--- src/rtl/mem_copy_sequencer.sv ---
// mem_copy_sequencer: runs one bulk line-copy job. Issues source-line read
// requests throttled by outstanding-read credits, converts accepted processed
// lines into destination-line write requests, and pulses done once every
// write has been acknowledged.
//
// Ports:
//   clk, reset                       clock, synchronous active-high reset
//   start, src_cl_addr, dst_cl_addr,
//   num_lines                        job launch; inputs captured on start in IDLE
//   busy, done                       job status (registered)
//   rd_req_valid, rd_req_addr        read request (registered)
//   rd_almfull, rd_rsp_valid         read channel throttle and responses
//   wr_data_valid, wr_data_ready     processed-line handshake (ready is combinational)
//   wr_req_valid, wr_req_addr        write request (registered)
//   wr_almfull, wr_ack_valid         write channel throttle and acknowledgements
//
// Optional build macro MEM_COPY_SEQ_PERF_EN adds perf_cycles, perf_rd_stall
// and perf_wr_stall counters, cleared on an accepted start and frozen after done.

module mem_copy_sequencer #(
    parameter int unsigned ADDR_W          = 42,
    parameter int unsigned LEN_W           = 32,
    parameter int unsigned MAX_OUTSTANDING = 64
) (
    input  logic              clk,
    input  logic              reset,
    input  logic              start,
    input  logic [ADDR_W-1:0] src_cl_addr,
    input  logic [ADDR_W-1:0] dst_cl_addr,
    input  logic [LEN_W-1:0]  num_lines,
    output logic              busy,
    output logic              done,
    output logic              rd_req_valid,
    output logic [ADDR_W-1:0] rd_req_addr,
    input  logic              rd_almfull,
    input  logic              rd_rsp_valid,
    input  logic              wr_data_valid,
    output logic              wr_data_ready,
    output logic              wr_req_valid,
    output logic [ADDR_W-1:0] wr_req_addr,
    input  logic              wr_almfull,
    input  logic              wr_ack_valid
`ifdef MEM_COPY_SEQ_PERF_EN
    ,
    output logic [63:0]       perf_cycles,
    output logic [31:0]       perf_rd_stall,
    output logic [31:0]       perf_wr_stall
`endif
);

    localparam logic [LEN_W-1:0] MAX_OUT_L = LEN_W'(MAX_OUTSTANDING);
    localparam logic [LEN_W-1:0] ONE_L     = LEN_W'(1);

    typedef enum logic [1:0] {
        S_IDLE,
        S_RUN,
        S_DRAIN,
        S_FINISH
    } state_t;

    state_t            state;
    logic [ADDR_W-1:0] src_q;
    logic [ADDR_W-1:0] dst_q;
    logic [LEN_W-1:0]  len_q;
    logic [LEN_W-1:0]  rd_issued;
    logic [LEN_W-1:0]  rd_rsp_count;
    logic [LEN_W-1:0]  wr_issued;
    logic [LEN_W-1:0]  wr_ack_count;

    logic              active;
    logic              xfer;
    logic [LEN_W-1:0]  outstanding;
    logic              rsp_accept;
    logic              ack_accept;
    logic              rd_issue;
    logic              wr_accept;
    logic [LEN_W-1:0]  ack_count_next;

    // Issue/accept decisions for the current cycle
    always_comb begin
        active         = (state != S_IDLE);
        xfer           = (state == S_RUN) || (state == S_DRAIN);
        outstanding    = rd_issued - rd_rsp_count;
        // Responses/acks beyond what was issued are dropped so counts never overrun
        rsp_accept     = active && rd_rsp_valid && (rd_rsp_count < rd_issued);
        ack_accept     = active && wr_ack_valid && (wr_ack_count < wr_issued);
        // A response returning this cycle frees the credit the new read consumes
        rd_issue       = (state == S_RUN) && (rd_issued < len_q) && !rd_almfull
                         && ((outstanding < MAX_OUT_L) || rsp_accept);
        wr_data_ready  = xfer && !wr_almfull && (wr_issued < len_q);
        wr_accept      = wr_data_valid && wr_data_ready;
        ack_count_next = ack_accept ? (wr_ack_count + ONE_L) : wr_ack_count;
    end

    // Job state, counters and registered request outputs
    always_ff @(posedge clk) begin
        if (reset) begin
            state        <= S_IDLE;
            src_q        <= '0;
            dst_q        <= '0;
            len_q        <= '0;
            rd_issued    <= '0;
            rd_rsp_count <= '0;
            wr_issued    <= '0;
            wr_ack_count <= '0;
            busy         <= 1'b0;
            done         <= 1'b0;
            rd_req_valid <= 1'b0;
            rd_req_addr  <= '0;
            wr_req_valid <= 1'b0;
            wr_req_addr  <= '0;
        end else begin
            rd_req_valid <= 1'b0;
            wr_req_valid <= 1'b0;

            if (rsp_accept) begin
                rd_rsp_count <= rd_rsp_count + ONE_L;
            end
            wr_ack_count <= ack_count_next;

            if (rd_issue) begin
                rd_req_valid <= 1'b1;
                rd_req_addr  <= src_q + ADDR_W'(rd_issued);
                rd_issued    <= rd_issued + ONE_L;
            end

            if (wr_accept) begin
                wr_req_valid <= 1'b1;
                wr_req_addr  <= dst_q + ADDR_W'(wr_issued);
                wr_issued    <= wr_issued + ONE_L;
            end

            unique case (state)
                S_IDLE: begin
                    if (start) begin
                        src_q        <= src_cl_addr;
                        dst_q        <= dst_cl_addr;
                        len_q        <= num_lines;
                        rd_issued    <= '0;
                        rd_rsp_count <= '0;
                        wr_issued    <= '0;
                        wr_ack_count <= '0;
                        busy         <= 1'b1;
                        state        <= (num_lines == '0) ? S_FINISH : S_RUN;
                    end
                end
                S_RUN: begin
                    if (rd_issued == len_q) begin
                        state <= S_DRAIN;
                    end
                end
                S_DRAIN: begin
                    if (ack_count_next == len_q) begin
                        state <= S_FINISH;
                    end
                end
                S_FINISH: begin
                    // First FINISH cycle raises done; the second retires the job
                    if (!done) begin
                        done <= 1'b1;
                    end else begin
                        done  <= 1'b0;
                        busy  <= 1'b0;
                        state <= S_IDLE;
                    end
                end
                default: state <= S_IDLE;
            endcase
        end
    end

`ifdef MEM_COPY_SEQ_PERF_EN
    // Job performance counters; cleared on accepted start, idle once busy drops
    always_ff @(posedge clk) begin
        if (reset) begin
            perf_cycles   <= '0;
            perf_rd_stall <= '0;
            perf_wr_stall <= '0;
        end else if ((state == S_IDLE) && start) begin
            perf_cycles   <= '0;
            perf_rd_stall <= '0;
            perf_wr_stall <= '0;
        end else begin
            if (busy) begin
                perf_cycles <= perf_cycles + 64'd1;
            end
            if ((state == S_RUN) && (rd_issued < len_q) && !rd_issue) begin
                perf_rd_stall <= perf_rd_stall + 32'd1;
            end
            if (busy && wr_data_valid && !wr_data_ready) begin
                perf_wr_stall <= perf_wr_stall + 32'd1;
            end
        end
    end
`endif

endmodule
--- config.mk ---
export PLATFORM = sky130hd
export DESIGN_NAME = mem_copy_sequencer
export DESIGN_NICKNAME = d
export VERILOG_FILES = /design/src/rtl/mem_copy_sequencer.sv
export SDC_FILE = /design/constraint.sdc
export NUM_CORES = 1
export LEC_CHECK = 0
export CAP_MARGIN = 20
export CORE_ASPECT_RATIO = 0.6
export CORE_UTILIZATION = 43
export CTS_CLUSTER_SIZE = 8
export DETAILED_ROUTE_END_ITERATION = 8
export DONT_BUFFER_PORTS = 1
export PLACE_DENSITY_LB_ADDON = 0.3
export SYNTH_ARGS = -nofsm -noshare
export SYNTH_HDL_FRONTEND = slang
export SYNTH_SLANG_ARGS = --single-unit
--- constraint.sdc ---
create_clock -name clk -period 5.1 [get_ports clk]
set_input_delay 0.51 -clock clk [delete_from_list [all_inputs] [get_ports clk]]
set_output_delay 0.51 -clock clk [all_outputs]
set_load 0.01 [all_outputs]
# Word-level counts from Yosys, hierarchy flattened
# Cells that the tools add are included.
# totals
ff_bits,334
inputBits,124
output_inout_bits,89
wordCells,80
# classes
add_sub_neg,7
n_lt_le_gt_ge,5
n_eq_ne,9
n_mux,24
n_reduce_logical,21
# ops
operator,n
two-way mux 32 bit,12
"adder 32 x 1 -> 32 bit, second input constant",4
< comparator 32 bit,4
adder 42 x 32 -> 42 bit,2
== test 32 bit,2
logical NOT 32 bit,1
"< comparator 32 x 7 -> 1 bit, second input constant",1
subtractor 32 bit,1
logical AND 1 bit,10
two-way mux 2 bit,5
case mux 2 bit (4 select lines),1
two-way mux 1 bit,5
"== test 2 bit, second input constant",2
"!= test 2 x 1 -> 1 bit, second input constant",2
"!= test 2 bit, second input constant",2
AND reduction 4 bit,1
nonzero test 2 bit,2
AND reduction 3 bit,1
"== test 2 x 1 -> 1 bit, second input constant",1
logical NOT 1 bit,2
logical NOT 2 bit,1
logical OR 1 bit,2
case mux 1 bit (2 select lines),1
AND reduction 2 bit,1

# Longest topological paths before layout
# Gate-level depths: netlist of run 1.
# depth
ltp_word,8
ltp_mapped,18
mapped_depth_nobuf,16

# Worst setup path after synthesis of run 1
# OpenSTA, ideal clock, no wires.
# synth_path
path_kind,reg-to-reg
startpoint,register rd_issued[4]
endpoint,register rd_issued[16]
setup_time_ns,0.070
t_arrival_ns,4.025
required_time_ns,5.030
path_slack_ns,1.005
stages_incl_launch_ff,14
cell_sequence,dfxtp_1 -> ha_1 -> a2111oi_2 -> a31oi_1 -> xor2_1 -> or4b_1 -> a211oi_1 -> nand4_1 -> or4_4 -> nor4_4 -> a21oi_2 -> or4b_1 -> or3_1 -> a21oi_1
# synth_between
elab_chain_cells,7
word_cells_on_any_way,13
# synth_lines
element,line_no,text
"start, declared",65,logic [LEN_W-1:0] rd_issued;
"start signal, assigned",124,rd_issued <= rd_issued + ONE_L;
subtractor 32 bit (tied with other cells),83,outstanding = rd_issued - rd_rsp_count;
< comparator 32 x 7 -> 1 bit (tied with other cells),89,&& ((outstanding < MAX_OUT_L) || rsp_accept);
logical OR 1 bit or logical AND 1 bit (tied branches),"89, 88",
logical AND 1 bit,89,
two-way mux 32 bit *,121,if (rd_issue) begin
two-way mux 32 bit,135,if (start) begin
two-way mux 32 bit *,133,unique case (state)
# Every way passes the cells marked *; elsewhere a longest branch is shown, timed or not.
# A chain may end at the register's enable or synchronous reset.

# Final worst setup path of run 1
# layout_path
startpoint,register wr_issued[29]
endpoint,register state[1]
# layout_between
elab_chain_cells,6
# layout_lines
element,line_no,text
"start, declared",67,logic [LEN_W-1:0] wr_issued;
"start signal, assigned",130,wr_issued <= wr_issued + ONE_L;
< comparator 32 bit,86,ack_accept = active && wr_ack_valid && (wr_ack_count < wr_issued);
logical AND 1 bit,86,
two-way mux 32 bit,92,ack_count_next = ack_accept ? (wr_ack_count + ONE_L) : wr_ack_count;
== test 32 bit,153,if (ack_count_next == len_q) begin
!= test 2 x 1 -> 1 bit (no source line),--,
AND reduction 4 bit (no source line),--,
"end signal, assigned",144,state <= (num_lines == '0) ? S_FINISH : S_RUN;
"end, declared",61,state_t state;
# No other way between the ends.

==> impl_metrics.ini, run 1 <==
[outcome]
outcome = complete, no violations

[setup_path]
critPathRequiredTime_ps = 5570
worst_setup_path_start_kind = flip-flop
endpoint_kind = flip-flop
worst-endpoint-arrival_ps = 5280
critical_path_class = flip-flop to flip-flop
critPathMaxFanout = 19

[synthesis]
netlist_instances = 2763
yosysWarnings = 0
dominantRegCellSynth = dfxtp_1
synth_edf_count = 0
synth.top_cell.area_share_pct = 31.5
synth_area_leaders = dfxtp_1, ha_1, a21oi_1
netlist_area_mm2 = 0.0213
yosysSeqAreaShare_pct = 31.5
syn_nets = 3087
async_reset_ff_share_pct = 0
synth.largest_area_cell = dfxtp_1
ys_types = 80
syn_area_per_cell_um2 = 7.69
synth-seq-cells = 334

[power_and_ir_drop]
power_switching_mw = 2.84
p_leak_nw = 9.67
seq_power_share_pct = 38.6
p_total_mw = 8.02
peakVddDrop_mv = 0.226
clockPowerShare_pct = 35.5
combPwrFrac_pct = 25.9
p_int_mw = 5.17
power_density_mw_per_mm2 = 339
swShare_pct = 35.5

[grt]
grt_pass1_wl_mm = 114
grt_overflow = 0
first_global_vias = 18700
grt_max_degree = 193
antenna_found_initial = 4
grtUsageTotal_pct = 29.7

[job]
cap_violations = 0

[clock_tree]
cts_root_buf = clkbuf_16
cts_buffers = 47
clock_sinks = 334
cts_buffer_depth = 3
clk_pin_slew_worst_paths_ps = 60
clk_latency_ps = 580
h-tree-depth = 2
tritoncts = done

[sta]
slew_viol_final = 0
rsz0062_at_grt = false
period_needed_ps = 4820
fin_hold_ws_ps = 45.2
final.setup.worst_slack_ps = 285
clock_skew_ps = 28.5
hold_viol_final = 0
finalSetupTns_ps = 0
relSlewSlack_pct = 34.1
worst_pin_slew_ps = 979
post-route-period-util_pct = 94.4
setup_viol = 0
clock.fmax_ghz = 0.208

[drt]
ant_nets = 0
vias_per_cell = 6.01
drcViolationCount = 0
via_count = 20600
wl_per_cell_um = 22.4
routed_wl_mm = 76.8
drtIter0Drc = 2087
firstDrtPassIters = 5

[die]
die_h_um = 174
floorplan.initialDensity_pct = 44.0
dieArea_mm2 = 0.0504
io-pin-count = 213
die_w_um = 289
rows = 62
fp.coreArea_mm2 = 0.0483

[placement]
dp_cells = 3362
post_dp_cell_area_mm2 = 0.0223
hpwl_mm = 59.6
dpl_worst_slack_ps = 311
globalplace.congestion = 1.01
port_buffers = 0

[cells_and_area]
syn_to_final_growth_pct = 11.1
drive_gt1_share_pct = 5.57
instances_no_fill = 3425
fin_area_mm2 = 0.0236
fin_nets = 3103
postLayoutCoreUtil_pct = 48.9

[worst_hold_path]
min_path_type = primary input to flip-flop
Yosys cell counts (all sizes together) (10+ instances only):
cell,number
nor3b,10
o21ai,100
and2,17
mux2i,22
a21o,65
xnor2,145
nand3,79
or2,10
a21oi,323
nor4,30
buf,16
o21a,26
o31ai,13
o211ai,16
nor2,270
xor2,32
a211oi,25
nor2b,29
inv,138
nand4,54
nand2b,26
clkbuf,97
ha,198
nand2,397
and3,38
nor3,58
a31oi,13
or3,40
dfxtp,334
critical path, cell delays in order (launching register included):
cell and delay (ps):
dfxtp_1 390, inv_1 100, ha_1 310, nand4_1 150, or3_1 500, a2111oi_2 470
buf_12 250, a21boi_1 120, buf_12 200, a41oi_1 580, o221ai_1 240, nor4bb_1 600
nand4_1 250, o211a_1 270, a211oi_1 260
registers in the layout, indices dropped and copies added (netlist names):
register      cells
dst_q            42
rd_req_addr      42
src_q            42
wr_req_addr      42
len_q            32
rd_issued        32
rd_rsp_count     32
wr_ack_count     32
wr_issued        32
state             2
busy              1
done              1
rd_req_valid      1
wr_req_valid      1
cells in the final DEF (no fill, tap or decap), drive strengths merged, types with 10 or more instances in the layout:
cell type,n
o21a,26
buf,76
or2,10
o211ai,16
nor3,58
nor2b,29
clkbuf,50
nor2,270
ha,198
and2,17
mux2i,22
a21o,65
a21oi,323
nor4,30
a211oi,25
nand2,397
xnor2,145
dfxtp,334
xor2,32
nand3,79
nand4,54
o31ai,13
nor3b,10
inv,138
or3,40
o21ai,100
and3,38
a31oi,13
nand2b,26
final timing paths:
kind / startpoint / slack (ps) / cells past startpoint / to
min: reset / 50 / 1 / rd_req_addr[15]$_SDFFE_PP0P_
max reg2reg: wr_issued[29]$_SDFF_PP0_ / 280 / 14 / state[1]$_SDFFE_PP0P_
max: wr_issued[29]$_SDFF_PP0_ / 280 / 14 / state[1]$_SDFFE_PP0P_
min reg2reg: len_q[27]$_SDFFE_PP0P_ / 460 / 2 / len_q[27]$_SDFFE_PP0P_
layout make-up:
type	count	area, um^2
diodes	3	7.51
clock inverters	2	46.3
repair buffers	80	668
well taps	640	801
flip-flops and latches	334	6690
clock buffers	50	1210
inverters	138	518
fillers	4714	24700
multi-input cells	2178	13700
metal layers:
layer | track usage (%) | routed length (um) | share of wire [%]
met1 | 47.5 | 38800 | 51
met2 | 36.5 | 27200 | 35
met3 | 10.6 | 9630 | 13
met4 | 5.42 | 1190 | 1.5
met5 | 0 | 0 | 0
timing repair:
action	in CTS	in global routing
endpoints found under the setup margin	0	5
hold endpoints to repair	3	0
buffers inserted	0	2
hold buffers	4	0
resized for setup	0	3
cells by family (layout without fill, tap and decap cells):
logic type | after synthesis | in the layout | synth area share (%)
buffers and inverters | 251 | 270 | 4.46
muxes | 23 | 23 | 1.09
AOI/OAI and AO/OA | 684 | 684 | 19.7
xor gates and xnor gates | 178 | 178 | 7.40
DFF | 334 | 334 | 31.5
and+or+nand+nor | 1093 | 1093 | 24.1
adders and majority gates | 200 | 200 | 11.8
other | 0 | 3 | 0
power groups by stage:
stage	clock network, mW	logic (mW)	registers (mW)
2_1_floorplan	0	1.39	3.07
3_3_place_gp	0	1.97	3.14
3_5_place_dp	0	2.00	3.14
4_1_cts	2.90	2.02	3.09
5_1_grt	3.02	2.25	3.12
6_report	2.85	2.08	3.09
Power figures use the tool's default switching activity.
==> inputs of run 2 (changes only) <==
clock period = 4.55 ns   (was 5.1 ns; I/O delays follow)
==> run 2 against run 1 <==
Effect of this change: fmax increased by 7.8%; worst hold slack got worse by 35 ps; core utilization increased by 2.3 points; non-clock buffer count increased by 115; final area increased by 4.7%; power increased by 15%; largest power group unchanged.
==> impl_metrics.ini, run 2 (synthesized netlist as in run 1, its figures left out) <==
[outcome]
outcome = complete, no violations

[setup_path]
worst_setup_path_start_kind = flip-flop
crit_path_end = wr_req_addr[41]$_SDFFE_PP0P_
critPathRequiredTime_ps = 5010
worst_r2r_path_depth = 15
critical_path_class = flip-flop to flip-flop
cp_slowest_stage_delay_ps = 540
worst-endpoint-arrival_ps = 4930
reg2reg_to = wr_req_addr[41]$_SDFFE_PP0P_
cp_cell_sequence = ha_1, a21o_1, a21oi_1, o21a_1, or3b_2, a21oi_1, o2111ai_1, a21boi_0, or2_2, a21o_1, o21ai_0, buf_4, nor3b_1, xnor2_1, a211oi_1
endpoint_kind = flip-flop
critPathMaxFanout = 7
critPathLaunch = wr_issued[0]$_SDFF_PP0_
r2r_start = wr_issued[0]$_SDFF_PP0_
slowest_stage = dfxtp_1
r2r_slack_ps = 80

[grt]
first_global_vias = 19100
grt_overflow = 0
grt_pass1_wl_mm = 119
grtUsageTotal_pct = 30.9
grt_max_degree = 82
antenna_found_initial = 3

[power_and_ir_drop]
clockPowerShare_pct = 35.2
power_density_mw_per_mm2 = 373
p_int_mw = 5.90
power_switching_mw = 3.31
seq_power_share_pct = 37.6
combPwrFrac_pct = 27.2
p_leak_nw = 10.3
peakVddDrop_mv = 0.296
swShare_pct = 35.9

[die]
fp.coreArea_mm2 = 0.0483
floorplan.initialDensity_pct = 44.0
rows = 62
die_w_um = 289
die_h_um = 174
dieArea_mm2 = 0.0504
io-pin-count = 213

[drt]
firstDrtPassIters = 6
wl_per_cell_um = 22.6
drtIter0Drc = 2364
routed_wl_mm = 79.9
ant_nets = 0
via_count = 21000
vias_per_cell = 5.95
drcViolationCount = 0

[cells_and_area]
fin_area_mm2 = 0.0247
drive_gt1_share_pct = 10.2
syn_to_final_growth_pct = 16.3
postLayoutCoreUtil_pct = 51.2
layout_common_cells = nand2_1, dfxtp_1, a21oi_1
fillCellCount = 4659
fin_nets = 3218
final_common_cell = nand2_1

[placement]
hpwl_mm = 61.0
dpl_worst_slack_ps = -78.7
port_buffers = 0
globalplace.congestion = 0.983
post_dp_cell_area_mm2 = 0.0231

[sta]
final.setup.worst_slack_ps = 81.4
worst_pin_slew_ps = 1110
hold_viol_final = 0
clock.fmax_ghz = 0.224
clock_skew_ps = 33.5
setup_viol = 0
fin_hold_ws_ps = 9.83
post-route-period-util_pct = 98.2
relSlewSlack_pct = 25.3
slew_viol_final = 0
period_needed_ps = 4470

[clock_tree]
clk_latency_ps = 590
h-tree-depth = 2
clock_sinks = 334
cts_buffer_depth = 3
clk_pin_slew_worst_paths_ps = 50
cts_buffers = 47
cts_root_buf = clkbuf_16
tritoncts = done

[worst_hold_path]
min_path_type = primary input to flip-flop
min-delay-start = dst_cl_addr[19]

[job]
cap_violations = 0
## run 2: through the flow
step / setup TNS (ps) / instances / power (mW)
after floorplan: 0 / 2763 / 5.00
after global placement: 0 / 3472 / 5.82
after detailed placement: -261 / 3472 / 5.87
after CTS: 0 / 3534 / 9.13
after global routing: -26.0 / 3537 / 9.59
final: 0 / 3538 / 9.21
## run 2: worst min-delay path by stage
stage	to	slack, ps	cells past startpoint
2_1_floorplan	len_q[27]$_SDFFE_PP0P_	440	2
3_3_place_gp	len_q[27]$_SDFFE_PP0P_	450	2
3_5_place_dp	src_q[15]$_SDFFE_PP0P_	450	2
4_1_cts	src_q[9]$_SDFFE_PP0P_	0.3	2
5_1_grt	len_q[15]$_SDFFE_PP0P_	9	2
6_report	dst_q[19]$_SDFFE_PP0P_	10	2
## run 2: critical path: cells and delay by family, from the launching register on
| family | cells | cell delay, ps |
|---|---|---|
| AOI/OAI and AO/OA | 9 | 2260 |
| and+or+nand+nor | 3 | 980 |
| DFF | 1 | 540 |
| adders and majority gates | 1 | 240 |
| buffers and inverters | 1 | 230 |
| xor gates and xnor gates | 1 | 100 |
## run 2: power groups by stage
stage	registers [mW]	logic, mW	clock network, mW
floorplan	3.44	1.56	0
detailed placement	3.52	2.35	0
global placement	3.51	2.31	0
finish	3.46	2.51	3.24
global route	3.49	2.71	3.39
CTS	3.46	2.41	3.26
## run 2: per-layer routing
layer	routed length (um)	up-vias	part of all wire (%)	track usage, %
met1	39800	9988	50	50.0
met3	10600	79	13	10.5
met2	28300	970	35	38.1
met4	1080	4	1.4	5.13
li1	-	9999	-	-
met5	24	-	0.030	0
## run 2: layout make-up
| class | count | area (um^2) | share of cell area [%] |
|---|---|---|---|
| repair buffers | 195 | 1570 | 6.33 |
| clock buffers | 50 | 1210 | 4.89 |
| inverters | 138 | 518 | 2.10 |
| multi-input cells | 2178 | 13900 | 56.2 |
| clock inverters | 2 | 50.0 | 0.202 |
| flip-flops and latches | 334 | 6690 | 27.0 |
| diodes | 1 | 2.50 | 0.0101 |
| well taps | 640 | 801 | 3.24 |
## run 2: repair_timing
action | 4_1_cts | 5_1_grt
setup endpoints to repair | 7 | 59
resized for setup | 2 | 43
hold buffers | 10 | 0
pin swaps | 1 | 14
setup buffers | 0 | 2
hold endpoints to repair | 66 | 0
